--- src/rtl/spi_slave_interface.sv ---
// SPI mode-0 slave bridging a host to the register file: 8-bit command then 32-bit data,
// both LSB-first, with all SPI pins oversampled in the clk domain.
module spi_slave_interface #(
  parameter int unsigned SYNC_STAGES = 2,
  parameter int unsigned ADDR_MAX    = 63
) (
  input  logic        clk,
  input  logic        rst_n,
  input  logic        spi_sclk,
  input  logic        spi_mosi,
  output logic        spi_miso,
  input  logic        spi_cs_n,
  output logic [7:0]  reg_addr,
  output logic [31:0] reg_wdata,
  input  logic [31:0] reg_rdata,
  output logic        reg_write,
  output logic        reg_read
);

  typedef enum logic [2:0] {StIdle, StCmd, StWdata, StRdata, StDone} state_e;

  state_e state_q, state_d;

  logic [SYNC_STAGES-1:0] sclk_sync, mosi_sync, cs_sync;
  logic        sclk_s, mosi_s, cs_s;
  logic        sclk_prev, cs_prev;
  logic        rise, fall, cs_fall;
  logic [4:0]  bit_cnt;
  logic [7:0]  cmd_q, cmd_next;
  logic [31:0] data_q, data_next;
  logic [31:0] tx_q;
  logic        miso_q;
  logic [7:0]  addr_q;
  logic [31:0] wdata_q;
  logic        write_q, read_q;

  function automatic logic cmd_valid(input logic [7:0] c);
    return !c[6] && ({26'd0, c[5:0]} <= ADDR_MAX);
  endfunction

  // Sync flops clear to 0 so a reset with cs_n held low cannot fake a falling edge.
  always_ff @(posedge clk) begin
    if (!rst_n) begin
      sclk_sync <= '0;
      mosi_sync <= '0;
      cs_sync   <= '0;
      sclk_prev <= 1'b0;
      cs_prev   <= 1'b0;
    end else begin
      sclk_sync <= {sclk_sync[SYNC_STAGES-2:0], spi_sclk};
      mosi_sync <= {mosi_sync[SYNC_STAGES-2:0], spi_mosi};
      cs_sync   <= {cs_sync[SYNC_STAGES-2:0], spi_cs_n};
      sclk_prev <= sclk_s;
      cs_prev   <= cs_s;
    end
  end

  assign sclk_s    = sclk_sync[SYNC_STAGES-1];
  assign mosi_s    = mosi_sync[SYNC_STAGES-1];
  assign cs_s      = cs_sync[SYNC_STAGES-1];
  assign rise      = sclk_s & ~sclk_prev & ~cs_s;
  assign fall      = ~sclk_s & sclk_prev & ~cs_s;
  assign cs_fall   = ~cs_s & cs_prev;
  assign cmd_next  = {mosi_s, cmd_q[7:1]};
  assign data_next = {mosi_s, data_q[31:1]};

  always_ff @(posedge clk) begin
    if (!rst_n) state_q <= StIdle;
    else        state_q <= state_d;
  end

  always_comb begin
    state_d = state_q;
    if (cs_s) begin
      state_d = StIdle;
    end else begin
      unique case (state_q)
        StIdle:  if (cs_fall) state_d = StCmd;
        StCmd:   if (rise && bit_cnt == 5'd7) state_d = cmd_next[7] ? StRdata : StWdata;
        StWdata: if (rise && bit_cnt == 5'd31) state_d = StDone;
        StRdata: if (rise && bit_cnt == 5'd31) state_d = StDone;
        StDone:  state_d = StDone;
        default: state_d = StIdle;
      endcase
    end
  end

  always_ff @(posedge clk) begin
    if (!rst_n) begin
      bit_cnt <= '0;
      cmd_q   <= '0;
      data_q  <= '0;
      tx_q    <= '0;
      miso_q  <= 1'b0;
      addr_q  <= '0;
      wdata_q <= '0;
      write_q <= 1'b0;
      read_q  <= 1'b0;
    end else begin
      write_q <= 1'b0;
      read_q  <= 1'b0;
      if (read_q) tx_q <= reg_rdata;
      if (cs_s) begin
        bit_cnt <= '0;
        miso_q  <= 1'b0;
      end else begin
        unique case (state_q)
          StIdle: bit_cnt <= '0;
          StCmd: if (rise) begin
            cmd_q <= cmd_next;
            if (bit_cnt == 5'd7) begin
              bit_cnt <= '0;
              miso_q  <= 1'b0;
              tx_q    <= '0;
              if (cmd_next[7] && cmd_valid(cmd_next)) begin
                addr_q <= {2'b00, cmd_next[5:0]};
                read_q <= 1'b1;
              end
            end else begin
              bit_cnt <= bit_cnt + 5'd1;
            end
          end
          StWdata: if (rise) begin
            data_q  <= data_next;
            bit_cnt <= bit_cnt + 5'd1;
            if (bit_cnt == 5'd31 && cmd_valid(cmd_q)) begin
              addr_q  <= {2'b00, cmd_q[5:0]};
              wdata_q <= data_next;
              write_q <= 1'b1;
            end
          end
          StRdata: begin
            if (rise) bit_cnt <= bit_cnt + 5'd1;
            // The falling edge launches the bit the host samples on the next rising edge.
            if (fall) begin
              miso_q <= tx_q[0];
              tx_q   <= {1'b0, tx_q[31:1]};
            end
          end
          default: ;
        endcase
      end
    end
  end

  assign spi_miso  = (state_q == StRdata) & miso_q;
  assign reg_addr  = addr_q;
  assign reg_wdata = wdata_q;
  assign reg_write = write_q & ~cs_s;
  assign reg_read  = read_q & ~cs_s;

endmodule

--- config.mk ---
export PLATFORM = sky130hd
export DESIGN_NAME = spi_slave_interface
export DESIGN_NICKNAME = d
export VERILOG_FILES = /design/src/rtl/spi_slave_interface.sv
export SDC_FILE = /design/constraint.sdc
export NUM_CORES = 1
export LEC_CHECK = 0
export ABC_AREA = 1
export BUFFER_PORTS_ARGS = -buffer_cell sky130_fd_sc_hd__buf_2
export CAP_MARGIN = 20
export CORE_ASPECT_RATIO = 0.7
export CORE_MARGIN = 5
export CORE_UTILIZATION = 50
export CTS_BUF_LIST = sky130_fd_sc_hd__clkbuf_4 sky130_fd_sc_hd__clkbuf_8
export DETAILED_ROUTE_END_ITERATION = 7
export HOLD_SLACK_MARGIN = 0.08
export PLACE_DENSITY = 0.8
export SYNTH_ARGS = -nofsm -noshare
export SYNTH_HDL_FRONTEND = slang
export SYNTH_SLANG_ARGS = --single-unit
--- constraint.sdc ---
create_clock -name clk -period 2.4 [get_ports clk]
set_clock_uncertainty 0.05 [all_clocks]
set_input_delay 0.48 -clock clk [delete_from_list [all_inputs] [get_ports clk]]
set_output_delay 0.48 -clock clk [all_outputs]
set_load 0.05 [all_outputs]
Word-level counts from Yosys, hierarchy flattened
Index checks and enable logic that the tools add are counted.

word-level totals
  bits in registers = 131
  logic and storage cells = 96

cells by class
  $add $sub $neg = 1
  equal/unequal tests = 16
  muxes and demuxes = 27
  bitwise logic cells = 16
  reduce and logical (&&, ||, !) cells = 21

operators with widths
  cell                                           number
  two-way mux 32 bit                             5
  one-hot mux 32 bit (2 select lines)            1
  two-way mux 8 bit                              5
  != test 2 bit, second input constant           8
  one-hot mux 8 bit (2 select lines)             1
  two-way mux 5 bit                              3
  one-hot mux 5 bit (3 select lines)             1
  one-hot mux 3 bit (4 select lines)             1
  AND reduction 3 bit                            4
  two-way mux 3 bit                              3
  bitwise AND 1 bit                              8
  NOT 1 bit                                      8
  AND reduction 4 bit                            2
  AND reduction 7 bit                            1
  == test 3 x 2 -> 1 bit, second input constant  2
  two-way mux 1 bit                              6
  adder 5 x 1 -> 5 bit, second input constant    1
  == test 5 x 3 -> 1 bit, second input constant  1
  == test 5 bit, second input constant           1
  OR reduction 5 bit                             1
  logical AND 1 bit                              4
  != test 2 x 1 -> 1 bit, second input constant  2
  nonzero test 2 bit                             2
  OR reduction 2 bit                             2
  7 further kinds                                8

Longest topological paths before layout
  word-level depth = 6
  depth in mapped cells = 11

Least setup slack after synthesis
Ideal clock, no wire load.

  path kind = flip-flop to output port
  start = register read_q
  end = output port reg_read
  arrival = 1419 ps
  slack = 451 ps
  stages on the path, launching flop included = 5
  cell sequence = dfxtp_1 -> clkbuf_1 -> inv_1 -> clkbuf_1 -> nor2_1

between the ends
  longest elaborated chain between the ends = 1

ends and longest elaborated chain
  item                      RTL line  RTL
  start: declaration        35        logic write_q, read_q;
  start signal: assignment  98        read_q <= 1'b0;
  start signal: assignment  101       read_q <= 1'b0;
  start signal: assignment  117       read_q <= 1'b1;
  bitwise AND 1 bit         150       assign reg_read = read_q & ~cs_s;
  end: declaration          17        output logic reg_read

Every way passes these cells.

Worst setup path after layout
  start = register state_q[0]
  end = output port spi_miso

between the ends
  longest elaborated chain between the ends = 2

ends and longest elaborated chain
  item                      RTL line  RTL
  start: declaration        22        state_e state_q, state_d;
  start signal: assignment  68        if (!rst_n) state_q <= StIdle;
  start signal: assignment  69        else state_q <= state_d;
  == test 3 x 2 -> 1 bit    146       assign spi_miso = (state_q == StRdata) & miso_q;
  bitwise AND 1 bit         146
  end: declaration          11        output logic spi_miso,

Every way passes these cells.

==> reports/results.ini <==
[run_status]
status=complete, no violations

[layout]
syn_to_final_growth_pct=14.43
antenna_cells=0
drive_gt1_share_pct=15.49
fillCellCount=1071
postLayoutCellArea_mm2=0.006580
fin_nets=943

[route]
drcViolationCount=0
wirelength_um=13220
wl_per_cell_um=12.36
via_per_inst=4.994
highest_layer=met4
wl_met1_um=6685
dr_total_vias=5344
drtPass1Iterations=5
wl_met2_um=5802
postRouteAntennaNets=0
met3WireLength_um=572
drtIter0Drc=440

[global_route]
grt_pass1_wl_um=22740
antenna_found_initial=0
overflow=0
grt_pass1_vias=5016
grt_max_degree=89
grt_usage_pct=19.40

[placement]
dpl-instance-area_mm2=0.006185
hpwl_um=8645
routabilityCongestion=0.9311
port_buffers=77
dpl_worst_slack_ps=397.0

[sta]
min_period_ps=2176
tightest_slew_ps=771.3
layout_setup_ws_ps=223.7
slew_violations=0
setup_violations=0
grt_setup_unrepaired=false
max_freq_mhz=459.5
hold_violations=0
tns_ps=0
final.period_utilization_pct=90.68
relSlewSlack_pct=48.58

[critical_path]
slowest_delay_ps=480
crit_type=flop to output port
arrival_ps=1650
required_ps=1870
cp-start-kind=flop
worstPathCellList=nand2_1 > nor2_4 > inv_2 > nor2_1 > buf_2
cp_slowest_cell=dfxtp_1
worst-path-max-fanout=7
r2r_slack_ps=360
worst_setup_path_end_kind=output port

[clock_network]
cts_resized=0
clk_path_buf_depth=2
clock-sinks=128
cts_root_buf=clkbuf_8
worstSkewPairLatency_ps=430
clkTransAtPathRegs_ps=80
cts_buffers=17
post_cts_buffers=0
cts_max_level=4
cts_tree=yes
ctsHoldBuffers=0

[synth]
async_flop_share_pct=0
ys_seq_elements=128
synth_ff_type=dfxtp_1
yosys_warnings=0
yosysUniqueCellTypes=30
synth_edf_count=0
synth_cells=845
avgSynthCellArea_um2=6.805
seq_area_frac_synth_pct=44.56
synthesis.area_mm2=0.005751

[die]
placementRows=32
dieArea_mm2=0.01378
io_pins=80
fp.dieW_um=138.2
die_y_um=99.73
start_util_pct=51.66
core_mm2=0.01113

[min_path]
hold_class=input port to flop

[pwr]
peakVddDrop_v=0.0004145
power_density_mw_per_mm2=670.0
leakagePower_nw=3.249

[run]
cap_violations=0

## per-layer routing
layer	vias up	GRT usage (%)
met3	16	4.469
met5	-	0
met1	2412	26.53
met4	0	7.745
li1	2807	-
met2	109	29.87
## cell type report
cell class                 count  area, um2  area share [%]
clock inverter                14      153.9           2.339
sequential                   128       2562           38.94
multi-input combinational    612       2738           41.60
tap                          153      191.4           2.909
inverter                      58      220.2           3.347
timing repair buffer          87      473.0           7.188
clock buffer                  18      241.5           3.670
## final timing paths
kind | startpoint | end | cells after the start
max | state_q[0] | spi_miso | 5
min | spi_mosi | mosi_sync[0] | 3
max reg2reg | bit_cnt[0] | tx_q[8] | 10
min reg2reg | mosi_sync[0] | mosi_sync[1] | 2
## metrics by stage
step / util (%) / hold slack, ps / cells / total power [mW]
floorplan: - / 340.5 / 846 / 2.506
global placement: 55.56 / 348.6 / 1038 / 2.594
detailed placement: 55.56 / 346.0 / 1038 / 2.598
CTS: 59.12 / 145.9 / 1070 / 4.440
global route: 59.12 / 163.4 / 1070 / 4.575
finish: 59.12 / 172.8 / 1070 / 4.408
## report_power, final
group | total, mW | internal (mW) | switching (mW) | leakage (nW)
Combinational | 0.378 | 0.106 | 0.272 | 2.02
Clock | 1.86 | 0.949 | 0.907 | 0.194
Sequential | 2.18 | 2.15 | 0.0233 | 1.03
## synth_stat cells (2+ instances only)
cell type / n / area, um2
a21oi_1: 25 / 125.1
buf_1: 4 / 15.01
buf_2: 9 / 45.04
buf_4: 5 / 37.54
buf_6: 3 / 33.78
clkbuf_1: 26 / 97.59
clkinv_2: 2 / 10.01
dfxtp_1: 128 / 2562
ha_1: 2 / 25.02
inv_1: 51 / 191.4
inv_2: 5 / 18.77
nand2_1: 234 / 878.3
nand2_2: 5 / 31.28
nand3_1: 72 / 360.4
nor2_1: 139 / 521.8
nor2_2: 3 / 18.77
nor2_4: 3 / 33.78
o21ai_0: 92 / 460.4
o21ai_1: 6 / 30.03
o21bai_1: 21 / 157.7
## worst max-delay path: cells and delay by family, from the launching register on
family / cells / cell delay, ps
DFF: 1 / 480
and+or+nand+nor: 3 / 400
buffers and inverters: 2 / 340
## kinds of logic (layout without fill, tap and decap cells)
family	count (synthesis)	in the layout	share of synthesized area, %
buffers and inverters	106	177	7.898
AND/OR/NAND/NOR	462	462	33.27
multiplexers	1	1	0.1741
AO/OA/AOI/OAI	145	145	13.60
other	1	2	0.06521
adder cells (fa/ha/maj)	2	2	0.4351
flip-flops	128	128	44.56
## cells in the final DEF (no fill, tap or decap)
cell / count
a21oi_1: 25
a21oi_2: 1
buf_12: 1
buf_2: 77
buf_4: 9
bufinv_16: 2
clkbuf_4: 1
clkbuf_8: 17
clkinv_2: 4
clkinv_4: 2
clkinvlp_4: 3
conb_1: 2
dfxtp_1: 128
ha_1: 2
inv_1: 51
inv_2: 5
inv_6: 5
mux2i_1: 1
nand2_1: 234
nand2_2: 5
nand3_1: 72
nand3_2: 1
nand3_4: 1
nand4_1: 1
nor2_1: 139
nor2_2: 3
nor2_4: 3
nor2_8: 1
nor3_1: 1
nor3_2: 1
o21ai_0: 92
o21ai_1: 6
o21bai_1: 21
## registers in the layout, summed over array words and instances, names as in the netlist, 3 cells and up
register,cells
state_q,3
reg_wdata,32
tx_q,32
cmd_q,8
bit_cnt,5
reg_addr,6
data_q,31
Note: power is estimated with default switching activity, not from simulation.
